**config.mk**
```make
export PLATFORM = sky130hd
export DESIGN_NAME = ssd_driver
export DESIGN_NICKNAME = d
export VERILOG_FILES = /design/src/rtl/ssd_pkg.sv /design/src/rtl/bin2bcd_seq.sv /design/src/rtl/ssd_driver.sv
export SDC_FILE = /design/constraint.sdc
export NUM_CORES = 1
export LEC_CHECK = 0
export CELL_PAD_IN_SITES_DETAIL_PLACEMENT = 1
export CELL_PAD_IN_SITES_GLOBAL_PLACEMENT = 1
export CORE_ASPECT_RATIO = 1.75
export CORE_UTILIZATION = 41
export CTS_CLUSTER_SIZE = 25
export DETAILED_ROUTE_END_ITERATION = 16
export GPL_TIMING_DRIVEN = 1
export PLACE_DENSITY_LB_ADDON = 0.1
export RECOVER_POWER = 50
export SLEW_MARGIN = 20
export SYNTH_ARGS = -nofsm -noshare
export SYNTH_HDL_FRONTEND = slang
export SYNTH_SLANG_ARGS = --single-unit
```
**constraint.sdc**
```tcl
create_clock -name clk -period 2.5 [get_ports clk]
set_clock_uncertainty 0.2 [all_clocks]
set_input_delay 0.625 -clock clk [delete_from_list [all_inputs] [get_ports clk]]
set_output_delay 0.625 -clock clk [all_outputs]
set_load 0.05 [all_outputs]
```
**src/rtl/ssd_pkg.sv**
```systemverilog
// Shared types, segment codes and BCD-to-segment decode for the seven-segment driver.
package ssd_pkg;

    localparam int BIN_W  = 13;
    localparam int BCD_W  = 16;
    localparam int WORK_W = BIN_W + BCD_W;

    localparam logic [3:0] SHIFT_LAST = 4'(BIN_W - 1);

    typedef enum logic [1:0] {
        IDLE,
        LOAD,
        SHIFT,
        COMMIT
    } conv_state_e;

    // Active-low segments, ordered {g,f,e,d,c,b,a}
    localparam logic [6:0] SEG_0     = 7'b1000000;
    localparam logic [6:0] SEG_1     = 7'b1111001;
    localparam logic [6:0] SEG_2     = 7'b0100100;
    localparam logic [6:0] SEG_3     = 7'b0110000;
    localparam logic [6:0] SEG_4     = 7'b0011001;
    localparam logic [6:0] SEG_5     = 7'b0010010;
    localparam logic [6:0] SEG_6     = 7'b0000010;
    localparam logic [6:0] SEG_7     = 7'b1111000;
    localparam logic [6:0] SEG_8     = 7'b0000000;
    localparam logic [6:0] SEG_9     = 7'b0010000;
    localparam logic [6:0] SEG_BLANK = 7'b1111111;

    function automatic logic [6:0] seg_decode(input logic [3:0] d);
        logic [6:0] s;
        case (d)
            4'd0:    s = SEG_0;
            4'd1:    s = SEG_1;
            4'd2:    s = SEG_2;
            4'd3:    s = SEG_3;
            4'd4:    s = SEG_4;
            4'd5:    s = SEG_5;
            4'd6:    s = SEG_6;
            4'd7:    s = SEG_7;
            4'd8:    s = SEG_8;
            4'd9:    s = SEG_9;
            default: s = SEG_BLANK;
        endcase
        return s;
    endfunction

endpackage

```
**src/rtl/bin2bcd_seq.sv**
```systemverilog
// Free-running sequential double-dabble: IDLE -> LOAD -> 13x SHIFT -> COMMIT, 16 cycles per result.
module bin2bcd_seq
    import ssd_pkg::*;
(
    input  logic             clk,
    input  logic             rst,
    input  logic [BIN_W-1:0] bin,
    output logic [BCD_W-1:0] bcd,
    output logic             done
);

    conv_state_e       state, state_n;
    logic [WORK_W-1:0] work, work_n, adj;
    logic [3:0]        cnt, cnt_n;

    always_ff @(posedge clk) begin
        if (rst) begin
            state <= IDLE;
            work  <= '0;
            cnt   <= '0;
        end else begin
            state <= state_n;
            work  <= work_n;
            cnt   <= cnt_n;
        end
    end

    always_comb begin
        state_n = state;
        work_n  = work;
        cnt_n   = cnt;
        done    = 1'b0;
        adj     = work;
        for (int i = 0; i < 4; i++) begin
            if (work[BIN_W+4*i +: 4] >= 4'd5)
                adj[BIN_W+4*i +: 4] = work[BIN_W+4*i +: 4] + 4'd3;
        end
        case (state)
            IDLE: state_n = LOAD;
            LOAD: begin
                work_n  = {{BCD_W{1'b0}}, bin};
                cnt_n   = '0;
                state_n = SHIFT;
            end
            SHIFT: begin
                // correct nibbles first, then shift: one dabble step per cycle
                work_n = {adj[WORK_W-2:0], 1'b0};
                cnt_n  = cnt + 4'd1;
                if (cnt == SHIFT_LAST)
                    state_n = COMMIT;
            end
            COMMIT: begin
                done    = 1'b1;
                state_n = IDLE;
            end
            default: state_n = IDLE;
        endcase
    end

    assign bcd = work[WORK_W-1 -: BCD_W];

endmodule

```
**src/rtl/ssd_driver.sv**
```systemverilog
// 4-digit multiplexed seven-segment driver: BCD conversion, leading-zero blanking, scan.
module ssd_driver
    import ssd_pkg::*;
#(
    parameter int REFRESH_DIV = 100000,
    parameter int BLANK_LZ    = 1
) (
    input  logic             clk,
    input  logic             rst,
    input  logic [BIN_W-1:0] ssd,
    output logic [3:0]       anode,
    output logic [6:0]       cathode,
    output logic             dp,
    output logic             conv_done
);

    localparam int              CNT_W   = $clog2(REFRESH_DIV);
    localparam logic [CNT_W-1:0] CNT_MAX = CNT_W'(REFRESH_DIV - 1);

    logic [CNT_W-1:0] refresh_cnt;
    logic [1:0]       digit_idx, idx_n;
    logic [BCD_W-1:0] digits, digits_n, bcd;
    logic             done, wrap, lz;
    logic [3:0]       nib, anode_n;
    logic [6:0]       cathode_n;

    bin2bcd_seq u_conv (
        .clk  (clk),
        .rst  (rst),
        .bin  (ssd),
        .bcd  (bcd),
        .done (done)
    );

    assign conv_done = done;
    assign dp        = 1'b1;

    // Outputs are built from next-state index and digits so a commit and a
    // digit switch landing on the same edge show up together, never ghosted.
    always_comb begin
        wrap     = (refresh_cnt == CNT_MAX);
        idx_n    = wrap ? digit_idx + 2'd1 : digit_idx;
        digits_n = done ? bcd : digits;
        nib      = digits_n[{idx_n, 2'b00} +: 4];
        case (idx_n)
            2'd3:    lz = (digits_n[15:12] == 4'd0);
            2'd2:    lz = (digits_n[15:8] == 8'd0);
            2'd1:    lz = (digits_n[15:4] == 12'd0);
            default: lz = 1'b0;
        endcase
        anode_n   = ~(4'b0001 << idx_n);
        cathode_n = ((BLANK_LZ != 0) && lz) ? SEG_BLANK : seg_decode(nib);
    end

    always_ff @(posedge clk) begin
        if (rst) begin
            refresh_cnt <= '0;
            digit_idx   <= '0;
            digits      <= '0;
            anode       <= 4'b1111;
            cathode     <= SEG_BLANK;
        end else begin
            refresh_cnt <= wrap ? '0 : refresh_cnt + CNT_W'(1);
            digit_idx   <= idx_n;
            digits      <= digits_n;
            anode       <= anode_n;
            cathode     <= cathode_n;
        end
    end

endmodule
```
==> summary.txt <==
CTS
  • Num Clock Sinks: 81
  • Clock tree buffer depth: 2
  • Worst-path clk slew: roughly 0.06 ns
  • CTS tree: done
  • Clock root cell: clkbuf_16
  • H-tree levels: 3
  • Cts bufs inserted: 9
  • Clock Latency Late Sink: roughly 0.33 ns

Global route
  • First-pass GRT wire length: around 17,000 um
  • Largest net degree at the start of global routing: 30
  • Number of global-route vias before repair: approximately 3,700
  • GRT Overall Usage: 0.213
  • Gr ovfl total: 0
  • Antenna violations before repair: 0

Synth
  • Post-Syn Area: between 4000 and 5000 um^2
  • Main synth FF type: dfxtp_1
  • Syn nets: between 500 and 600
  • Avg Cell Area, Syn: about 8.8 um^2
  • Seq/Total Area, Yosys: 0.395
  • Synth top area share: 0.395
  • Synth area leader: dfxtp_1
  • Ys async rst share: 0
  • Flops & latches, synth: 81
  • Syn Inst Count: around 470
  • Yosys warns: 0
  • Post-synth EDFFs: 0
  • Synth area leaders: dfxtp_1 (39%), mux2i_1 (9.0%), nor2_1 (6.4%)
  • Unique masters post-synth: 52

Timing
  • Sum Neg Setup Slack: 0 ns
  • Slew Limit Fails: 0
  • Final hold slack: ~0.27 ns
  • Final Critical Period: roughly 2.5 ns
  • Final number of hold-violating endpoints: 0
  • Unrepaired setup endpoints after global routing: yes
  • PnR worst setup slack: approximately 0.0076 ns
  • Final setup viols: 0
  • Max-slew headroom: 0.330
  • FMAX: between 0.4 and 0.5 GHz
  • Worst-margin pin slew: ~1.0 ns
  • Share of the clock period used by the worst path: 0.997

Finish
  • Area of the multi-input gates: about 2400 um^2
  • Layout area overhead: 29.2%
  • Most frequent cells in the layout: dfxtp_1 (76), nor2_1 (69), buf_4 (44), nand2_1 (38), mux2i_1 (28)
  • FF+latch area: between 1500 and 2000 um^2
  • # nets final: ~560
  • Commonest non-fill, non-tap cell in the layout: dfxtp_1
  • Diodes inserted: 0
  • Post-layout util: 0.542
  • Share of layout cells above drive strength 1: 0.220
  • Final Cell Area: 5310 um^2
  • Fillers: 1,149
  • Final Non-Filler Cells: approximately 660

Power
  • Maximum VDD drop: 0.000624 V
  • Leak: 1.97 nW
  • Overall Power: slightly above 4 mW
  • Pwr dens: about 760 nW/um^2

Worst setup path
  • Setup Crit Path Kind: register to register
  • Reg2reg end: cathode[4]
  • Slowest stage delay, CP: about 0.36 ns
  • Worst setup path endpoint: cathode[4]
  • Setup crit start kind: register
  • Worst Path Max Fanout: 7
  • Critical-path cell list: ha_4 -> and4_4 -> and4_4 -> buf_12 -> buf_6 -> mux2i_4 -> a211oi_4 -> inv_2 -> ha_4 -> mux2_2 -> a32oi_1
  • Worst Path Arrival: between 2 and 3 ns
  • Setup crit end kind: register
  • CP startpoint: refresh_cnt[1]
  • Worst path slowest cell: dfxtp_2
  • Reg-to-reg startpoint: refresh_cnt[1]
  • Worst EP required: 2.55 ns
  • R2r setup slk: roughly 0.0076 ns
  • FF-to-FF path depth: 11

Place
  • PortBufs: 26
  • Setup WS pre-CTS: -0.0909 ns
  • Post-DP Area: about 4800 um^2
  • Placed Cells: between 600 and 700
  • Detail Placement HPWL: between 7000 and 8000 um
  • Placer Congestion: 0.853

Die
  • Die Y: roughly 130 um
  • Die width: roughly 78 um
  • Die ar.: ~10,000 um^2
  • Starting Density: 0.420
  • Placeable Area: between 9000 and 10,000 um^2
  • I/O pin total: 28
  • Row Count: 48

Routing
  • Total number of vias: roughly 3,500
  • Final wirelength: roughly 11,000 um
  • Routed WL per cell: roughly 16 um
  • Vias per cell: around 5.3
  • Antenna viol nets, final: 0
  • Drt initial violations: 99
  • Drt drc: 0
  • Drt pass-1 iters: 4

Hold path
  • HP Class: register to register

Run status
  • Status: finished clean

Job
  • Max-cap violation count: 0
-- logic make-up after synthesis --
kind of cell    count (synthesis)  share of synthesized area
buf+inv                        47                     0.0548
simple gates                  171                      0.197
xor+xnor                       23                     0.0490
compound gates                 82                      0.140
flops                          81                      0.395
other cells                     1                   0.000912
mux                            42                      0.104
fa+ha+maj                      20                     0.0603
-- critical path: cells and delay by family, from the launching register on --
family / cells / cell delay [ns]
multiplexers: 2 / 0.31
buffers and inverters: 3 / 0.33
AO/OA/AOI/OAI: 2 / 0.42
adder cells (fa/ha/maj): 2 / 0.30
AND/OR/NAND/NOR: 2 / 0.48
flip-flops: 1 / 0.36
-- how the worst min path moves through the flow --
stage                    from              to  slack (ns)  depth (start not counted)
4_1_cts        u_conv.work[0]  u_conv.work[0]        0.27                          2
3_5_place_dp   u_conv.work[0]  u_conv.work[0]        0.27                          2
2_1_floorplan  refresh_cnt[0]  refresh_cnt[0]        0.23                          1
5_1_grt        u_conv.work[0]  u_conv.work[0]        0.30                          2
6_report       u_conv.work[0]  u_conv.work[0]        0.27                          2
3_3_place_gp   u_conv.work[0]  u_conv.work[0]        0.25                          2
-- state kept, by name (all words and copies together) (netlist names) --
signal and count:
u_conv.work 29, refresh_cnt 17, cathode 7, digits 16
u_conv.cnt 4, digit_idx 2, anode 4, u_conv.state 2
-- routing by layer --
| metal | vias up | global-route usage | wire length [um] |
|---|---|---|---|
| met5 | - | 0 | 0 |
| met4 | 0 | 0.113 | 449 |
| met3 | 26 | 0.0230 | 138 |
| met2 | 34 | 0.427 | 6160 |
| met1 | 1718 | 0.205 | 4090 |
| li1 | 1729 | - | - |
-- synth_stat cells, drive strengths merged, types with 4 or more instances --
| cell type | number |
|---|---|
| dfxtp | 81 |
| nor2 | 70 |
| nand2 | 40 |
| mux2i | 37 |
| a21oi | 21 |
| inv | 20 |
| ha | 19 |
| a211oi | 16 |
| clkbuf | 16 |
| nand3 | 15 |
| xor2 | 15 |
| o21ai | 13 |
| buf | 11 |
| a22oi | 10 |
| a32oi | 9 |
| xnor2 | 8 |
| nand2b | 7 |
| nor3 | 7 |
| mux2 | 5 |
| nor4 | 5 |
| and3 | 4 |
| o31ai | 4 |
-- report_power, final --
part           leakage, nW  total [mW]  internal, mW  switching [mW]
clock                0.155        1.41         0.874           0.535
combinational         1.16        1.12         0.435           0.684
sequential           0.661        1.50          1.42          0.0761
-- layout make-up --
cell class,count,share of cell area
multi-input cells,339,0.460
well taps,125,0.0295
flip-flops and latches,81,0.307
inverters,20,0.0141
clock buffers,9,0.0424
clock inverters,7,0.0179
repair buffers,77,0.129
-- what timing repair did --
action / CTS / global route
hold buffers: 0 / 0
setup buffers: 2 / 6
endpoints found under the setup margin: 7 / 7
pin swaps: 3 / 10
resized for setup: 13 / 22
Power figures use the tool's default switching activity.
